### config.mk
export PLATFORM = sky130hd
export DESIGN_NAME = tdm_8to1_serializer
export DESIGN_NICKNAME = d
export VERILOG_FILES = /design/src/rtl/tdm_8to1_serializer.sv
export SDC_FILE = /design/constraint.sdc
export NUM_CORES = 1
export LEC_CHECK = 0
export CORE_MARGIN = 1
export CORE_UTILIZATION = 45
export CTS_CLUSTER_SIZE = 20
export DETAILED_ROUTE_END_ITERATION = 10
export PLACE_DENSITY = 0.8
export SLEW_MARGIN = 40
export SYNTH_ARGS = -nofsm -noshare
export SYNTH_HDL_FRONTEND = slang
export SYNTH_SLANG_ARGS = --single-unit
export TNS_END_PERCENT = 10
### constraint.sdc
create_clock -name clock -period 2.1 [get_ports clock]
set_clock_uncertainty 0.1 [all_clocks]
set_input_delay 0.42 -clock clock [delete_from_list [all_inputs] [get_ports clock]]
set_output_delay 0.42 -clock clock [all_outputs]
set_load 0.05 [all_outputs]
### src/rtl/tdm_8to1_serializer.sv
// Time-division 8-to-1 serializer: accepts an 8-word frame in one handshake and
// emits one word per accepted beat with its channel index for a downstream demux.
module tdm_8to1_serializer #(
    parameter int W = 1
) (
    input  logic           clock,
    input  logic           reset,
    input  logic           in_valid,
    output logic           in_ready,
    input  logic [8*W-1:0] x7_x0,
    output logic           out_valid,
    input  logic           out_ready,
    output logic [W-1:0]   z0,
    output logic [2:0]     b2_b0,
    output logic           sof
);

    typedef enum logic {
        S_IDLE = 1'b0,
        S_SEND = 1'b1
    } state_t;

    state_t         r_state;
    state_t         w_stateNext;
    logic [2:0]     r_idx;
    logic [2:0]     w_idxNext;
    logic [8*W-1:0] r_frame;
    logic [8*W-1:0] w_frameNext;
    logic           w_sending;
    logic           w_lastBeat;
    logic           w_inFire;
    logic           w_outFire;

    assign w_sending  = (r_state == S_SEND);
    assign w_lastBeat = (r_idx == 3'd7);

    // Accepting on the last beat lets the next frame follow with no idle bubble.
    assign in_ready  = !reset && ((r_state == S_IDLE) || (w_sending && w_lastBeat && out_ready));
    assign w_inFire  = in_valid && in_ready;
    assign w_outFire = w_sending && out_ready;

    assign out_valid = w_sending;
    assign b2_b0     = w_sending ? r_idx : 3'd0;
    assign sof       = w_sending && (r_idx == 3'd0);
    assign z0        = w_sending ? r_frame[r_idx*W +: W] : '0;

    always_comb begin
        w_stateNext = r_state;
        w_idxNext   = r_idx;
        w_frameNext = r_frame;
        case (r_state)
            S_IDLE: begin
                w_idxNext = 3'd0;
            end
            S_SEND: begin
                if (w_outFire) begin
                    if (w_lastBeat) begin
                        w_idxNext   = 3'd0;
                        w_stateNext = S_IDLE;
                    end else begin
                        w_idxNext = r_idx + 3'd1;
                    end
                end
            end
            default: begin
                w_stateNext = S_IDLE;
                w_idxNext   = 3'd0;
            end
        endcase
        if (w_inFire) begin
            w_frameNext = x7_x0;
            w_idxNext   = 3'd0;
            w_stateNext = S_SEND;
        end
    end

    always_ff @(posedge clock or posedge reset) begin
        if (reset) begin
            r_state <= S_IDLE;
            r_idx   <= 3'd0;
            r_frame <= '0;
        end else begin
            r_state <= w_stateNext;
            r_idx   <= w_idxNext;
            r_frame <= w_frameNext;
        end
    end

endmodule

## Word-level counts from Yosys, hierarchy flattened

Cells that the tools add are included.

- $add $sub $neg: 1
- Multipliers: 0
- Divide/modulo/power cells: 0
- Magnitude comparators: 0
- Equality and inequality tests: 2
- Shift-type cells: 1
- Muxes and demuxes: 10
- Bitwise operators: 1
- Reductions and logical operators: 9

Operators by type and width:

| operator | count |
|---|---|
| 3-bit two-way mux | 4 |
| 8-bit by 4-bit variable part select with 1-bit output | 1 |
| 1-bit logical AND | 6 |
| 3-bit one-hot mux with 2 select lines | 1 |
| 1-bit two-way mux | 5 |
| 3-bit by 1-bit adder with 3-bit output, second input constant | 1 |
| 3-bit == test, second input constant | 1 |
| 3-bit logical NOT | 1 |
| 3-bit by 1-bit != test with 1-bit output, second input constant | 1 |
| 1-bit logical NOT | 1 |
| 1-bit logical OR | 1 |
| 1-bit inverter | 1 |

- Flip-flop bits (word level): 12
- Bits in latches: 0
- Memory bits (writable): 0
- ROM bits: 0
- Input port bits: 12
- Output and inout bits: 7
- Logic and storage cells: 27
- Memories kept: 0

## Logic depth before layout (Yosys ltp)

- Depth in word-level cells: 7
- Depth in mapped cells: 6
- Gate-level depth less buffers: 5

## Least setup slack after synthesis

No wires, ideal clock.

- Kind: reg-to-output
- Start point: register r_state (netlist: out_valid)
- End point: output port in_ready
- Data arrival time: 1.507 ns
- Data required time: 1.580 ns
- Path slack: 0.073 ns
- Stages on the path, launching flop included: 3
- Path buffers: 0
- Path through: dfrtp_1 > a21boi_2 > nor2_1

- Word-level cells in the longest chain between the ends: 4
- Elaborated cells on any way between the ends: 5
- Those cells by class: 1 x bitwise; 4 x reduce/logical

RTL lines:

| element | RTL line | text |
|---|---|---|
| start: declaration | 23 | `state_t r_state;` |
| start signal: assignment | 83 | `r_state <= w_stateNext;` |
| 1-bit logical AND (2 in series) | 38 | `assign in_ready = !reset && ((r_state == S_IDLE) \|\| (w_sending && w_lastBeat && out_ready));` |
| 1-bit logical OR * | 38 |  |
| 1-bit logical AND * | 38 |  |
| end: declaration | 9 | `output logic in_ready,` |

Mark *: on every way between the ends. The rest lies on a longest branch, timed or not.

## Final worst setup path

- Start point: register r_idx[0]
- End point: output port in_ready

- Word-level cells in the longest chain between the ends: 5

RTL lines:

| element | RTL line | text |
|---|---|---|
| start: declaration | 25 | `logic [2:0] r_idx;` |
| start signal: assignment | 84 | `r_idx <= w_idxNext;` |
| 3-bit == test | 35 | `assign w_lastBeat = (r_idx == 3'd7);` |
| 1-bit logical AND (2 in series) | 38 |  |
| 1-bit logical OR | 38 |  |
| 1-bit logical AND | 38 |  |

No other way between the ends.

==> impl_metrics.csv <==
group,metric,value,unit
drt,vias,457,
floorplanning,coreArea,1350,µm²
yosys,post_synth_most_frequent_cells,"12 x dfrtp_1, 7 x mux2_4, 3 x and2_2, 3 x ha_1, 3 x inv_1",
yosys,synthFlopType,"dfrtp_1",
sta,maxSlewHeadroom,69.93,%
hold_path,min-delay-start,"r_frame[3]",
drt,wl_per_cell,13.18,µm
grt,grt_pass1_wl,1794,µm
worst_setup_path,worstSetupPathType,"reg2out",
floorplanning,rows,13,
floorplanning,start_util,49.58,%
drt,routed_via_density,5.193,
layout,diodes,0,
clock_tree,clkLatencyLatePin,0.27,ns
outcome,run_status,"completed",
drt,first_pass_iters,4,
layout,area_growth_syn_to_layout,41.31,%
worst_setup_path,arrival,1.53,ns
grt,grt_max_degree,13,
worst_setup_path,r2r_start,"r_idx[0]",
sta,hold_viol,0,
drt,drt_drc_violations_left,0,
yosys,yosys_warnings,0,
clock_tree,clockBufferDepth,2,
yosys,synth.avg_cell_area,13.95,µm²
placed_design,dp_hpwl,883.4,µm
hold_path,holdPathStages,1,
sta,period_needed,2.054,ns
layout,final_nets,89,
yosys,synth_seq_cells,12,
drt,drtAntennaViolNets,0,
drt,drtIter0Drc,4,
yosys,synth_edf_count,0,
yosys,syn_area,669.4,µm²
floorplanning,die_w,40.57,µm
drt,routed_wirelength,1160,µm
layout,fillers,103,
clock_tree,cts.sinks,12,
yosys,synth_cells,48,
grt,grt_pass1_vias,439,
worst_setup_path,crit_chain,"ha_1 > ha_1 > a21boi_2 > nor2_1 > buf_12",
grt,antenna_found_initial,0,
worst_setup_path,endpoint_kind,"output port",
yosys,synthArstFlopShare,100.0,%
clock_tree,cts.clk_slew.worst_paths,0.08,ns
floorplanning,die_h,40.57,µm
yosys,synth_top_area_share,44.86,%
yosys,synthDistinctLibCells,20,
pwr,p_leak,0.4302,nW
sta,report.final.slew_viol_count,0,
sta,whs,0.4095,ns
clock_tree,cts_tree,"done",
worst_setup_path,cpMostUsedCell,"ha_1",
sta,period_share,97.79,%
grt,grt_usage,17.50,%
yosys,syn-num-nets,63,
pwr,ir_worst_vdd,855.6,µV
worst_setup_path,reg2reg_depth,7,
pwr,power,1.572,mW
pwr,power.density,1662,nW/µm²
clock_tree,cts_made_buffers,3,
worst_setup_path,required,1.58,ns
sta,setup_viol,0,
yosys,yosysMostFrequentCell,"dfrtp_1",
yosys,ys_top_cells_by_area,"dfrtp_1 45%, mux2_4 16%, mux4_2 6.7%, ha_1 5.6%, nor3b_2 3.7%",
grt,overflow,0,
layout,drive_gt1_share,47.95,%
floorplanning,io_pins,19,
worst_setup_path,startpoint,"r_idx[0]",
yosys,yosysSeqAreaShare,44.86,%
hold_path,hold_path.class,"reg2reg",
worst_setup_path,crit_fanout,5,
worst_setup_path,slowest_delay,0.44,ns
sta,rsz0062_at_grt,"false",
floorplanning,dieArea,1646,µm²
sta,worstMarginPinSlew,0.4506,ns
clock_tree,root_buffer,"clkbuf_4",
sta,setup_tns,0,ns
run,max_cap_viol_count,0,
yosys,synth_area_leader_cell,"dfrtp_1",
clock_tree,cts_hold_buffers,0,
placed_design,gp_congestion,0.6642,
worst_setup_path,start_kind,"flip-flop",
layout,area.sequential,302.8,µm²
worst_setup_path,slowest_stage,"dfrtp_1",
clock_tree,htreeDepth,1,
layout,multi_input_area,346.6,µm²
sta,fmax,0.4870,GHz
placed_design,port_buffers,18,
cell families after synthesis:
kind of cell / synth area share, %
and+or+nand+nor: 15.33
DFF: 44.86
muxes: 25.61
AOI/OAI and AO/OA: 5.233
buffers and inverters: 3.364
adders and majority gates: 5.608
final cells by class:
| type | instances | area share [%] |
|---|---|---|
| timing repair buffer | 22 | 24.34 |
| sequential | 12 | 32.01 |
| inverter | 3 | 1.190 |
| tap | 15 | 1.984 |
| clock buffer | 4 | 3.836 |
| multi-input combinational | 32 | 36.64 |
repair_timing:
action,4_1_cts,5_1_grt
gates resized for setup,1,1
pin swaps,1,0
buffers inserted,1,1
setup endpoints to repair,2,1
hold endpoints to repair,0,0
worst paths after layout:
kind	end	slack, ns
setup / recovery	in_ready	0.05
hold reg to reg	r_frame[3]	0.41
max in group asynchronous	r_idx[2]	1.13
min in group asynchronous	out_valid	0.42
hold / removal	r_frame[3]	0.41
setup reg to reg	r_frame[6]	0.12
layer usage:
metal | vias to the layer above | wire [µm] | track usage (%)
met1 | 216 | 505 | 21.00
met2 | 20 | 576 | 28.97
met3 | 2 | 62 | 5.000
met4 | 0 | 15 | 7.500
li1 | 219 | - | -
met5 | - | 0 | 0
power by group:
part / internal, mW / switching [mW] / total [mW]
Combinational: 0.496 / 0.449 / 0.945
Sequential: 0.345 / 0.103 / 0.448
Clock: 0.105 / 0.0740 / 0.179
worst max-delay path, delay by kind of cell, from the launching register on:
| kind | cells | cell delay, ns |
|---|---|---|
| DFF | 1 | 0.44 |
| AOI/OAI and AO/OA | 1 | 0.15 |
| adders and majority gates | 2 | 0.44 |
| buffers and inverters | 1 | 0.15 |
| and+or+nand+nor | 1 | 0.08 |
layout by cell type (no fill, tap or decap), drive strengths merged:
cell type       n
mux2i           1
nor2            2
nor3b           3
o21a            1
nand3b          1
mux2            8
ha              3
inv             3
a21boi          2
nand2           2
o21ai           1
clkdlybuf4s50  11
dfrtp          12
clkbuf          4
and3b           2
and2            3
mux4            2
or2             1
buf            11
through the flow:
step / instance area, µm² / utilization (%) / cells / setup WS (ns)
2_1_floorplan: 669.4 / - / 48 / 0.07291
3_3_place_gp: 892.1 / 66.08 / 82 / 0.1487
3_5_place_dp: 892.1 / 66.08 / 82 / 0.1170
4_1_cts: 937.1 / 69.42 / 87 / 0.001337
5_1_grt: 945.9 / 70.06 / 88 / 0.0006052
6_report: 945.9 / 70.06 / 88 / 0.04647
sequential cells by signal, indices dropped and copies added, names as in the netlist:
register,cells
out_valid,1
r_frame,8
r_idx,3
Note: power is estimated with default switching activity, not from simulation.
==> RTL change: new RTL, same flow settings <==
Make the reset (`reset`) synchronous in one clocked block.
--- a/src/rtl/tdm_8to1_serializer.sv
+++ b/src/rtl/tdm_8to1_serializer.sv
@@ -76,3 +76,3 @@
 
-    always_ff @(posedge clock or posedge reset) begin
+    always_ff @(posedge clock) begin
         if (reset) begin
Check against the original RTL: differs if reset is asserted again (counterexample within 4 cycles, from zero or initial values and one cycle with reset high); with reset held inactive, the same outputs for 10 cycles.
==> RTL change against the original RTL <==
  * Sequential share of layout area shrank 5.1 points
  * Worst hold slack gained 0.072 ns
  * Global-route usage is the same
  * Design area shrank 5.2%
  * Sequential cell count is the same
  * First-iteration DRC count shrank 50%
  * Area after synthesis shrank 2.6%
  * Wire length shrank 2.3%
  * Largest cell class unchanged
  * Worst setup slack gained 0.033 ns
Power is left out: it rests on default switching activity, and per cell area and clock period it moved more than threefold.
==> RTL change: results (changes against the original RTL) <==
[place] Placed Instances 93 [+13%]
[drt] post-detailed-route wirelength per cell 11.80 µm [-10%]
[outcome] status completed
[clocking] clock transition time at the flip-flop clock pins of the worst setup and hold paths 0.07 ns
[drt] detailed-routing wirelength on met1 509 µm [+0.79%]
[global_routing] first-pass GRT wire length 1821 µm [+1.5%]
[setup_path] worst-path cell with the longest stage delay sky130_fd_sc_hd__mux4_1
[synthesis] Synth top cells by count sky130_fd_sc_hd__dfxtp_1 (12), sky130_fd_sc_hd__mux2_4 (8), sky130_fd_sc_hd__nor2b_1 (7)
[place] HPWL reported at the end of detailed placement 910 µm [+3.0%]
[final_layout] fraction of layout instances using a drive strength above 1 32.10% [-16 points]
[drt] met3 wire length 45 µm [-27%]
[global_routing] number of global-route vias before repair 447 [+1.8%]
[timing] slew at the pin closest to its max-slew limit 0.2245 ns [-0.2261 ns]
[synthesis] biggest area contributors in the synthesized netlist sky130_fd_sc_hd__dfxtp_1 (37%), sky130_fd_sc_hd__mux2_4 (18%), sky130_fd_sc_hd__nor2b_1 (6.7%)
[setup_path] r2r startpoint r_idx[1]
[clocking] # Post-CTS Setup Buffers 0 [-1]
[hold_path] hold path startpoint r_idx[1]
[place] Placer Congestion 0.6763 [+1.8%]
[synthesis] async set or reset register ratio after synthesis 0% [-100 points]
[drt] total number of vias 475 [+3.9%]
[drt] uppermost signal routing layer after detailed routing met3
[setup_path] slack of the worst reg-to-reg path 0.32 ns [+0.20 ns]
[setup_path] Largest stage delay, worst path 0.55 ns [+0.11 ns]
[drt] detailed router's first-iteration violation count 2 [-2]
[setup_path] CP startpoint r_idx[0]
[final_layout] number of inserted filler cells in the final layout 106 [+2.9%]
[final_layout] NumNets Final 98 [+10%]
[synthesis] post-synthesis sequential area ratio 36.85% [-8.0 points]
[synthesis] number of library cell types mapped by synthesis 19 [-5.0%]
[drt] DR WL met2 577 µm [+0.17%]
[clocking] count of instances resized after the clock tree is built 0 [-1]
[clocking] worst skew pair latency 0.25 ns [-0.02 ns]
[setup_path] Max FO, Critical Path 4 [-1]
[RTL change: final timing paths]
| path | to | cells after the start |
|---|---|---|
| worst max-delay path | z0 | 4 |
| worst min-delay path | r_idx[1] | 2 |
| worst min register to register | r_idx[1] | 2 |
| worst max register to register | r_frame[2] | 6 |
[RTL change: layout make-up]
cell class | instances | area, µm² | share of cell area [%]
Tap cell | 15 | 18.77 | 2.092
Clock buffer | 3 | 22.52 | 2.510
Sequential cell | 12 | 241.5 | 26.92
Timing Repair Buffer | 22 | 217.7 | 24.27
Multi-Input combinational cell | 42 | 389.1 | 43.38
Inverter | 2 | 7.507 | 0.8368
[RTL change: critical path, delay by kind of cell (launching register included)]
family	cells	cell delay, ns
and+or+nand+nor	1	0.08
muxes	1	0.55
AOI/OAI and AO/OA	1	0.06
DFF	1	0.38
buffers and inverters	1	0.18
[RTL change: per-layer routing]
metal  vias up  GRT usage [%]
met5         -              0
met4         0          2.586
met3         0          5.000
met2        13          33.06
met1       216          19.38
li1        246              -
[RTL change: cells by family after synthesis]
logic type | share of synthesized area (%)
DFF | 36.85
buffers and inverters | 3.455
adders and majority gates | 5.759
AOI/OAI and AO/OA | 2.879
muxes | 30.52
and+or+nand+nor | 20.54
[RTL change: metrics by stage]
stage | setup slack, ns | hold WS (ns)
floorplan | 0.04370 | 0.4313
global placement | 0.1867 | 0.4660
detailed placement | 0.1560 | 0.4658
CTS | 0.001394 | 0.4801
global route | 0.009208 | 0.5026
finish | 0.07942 | 0.4813
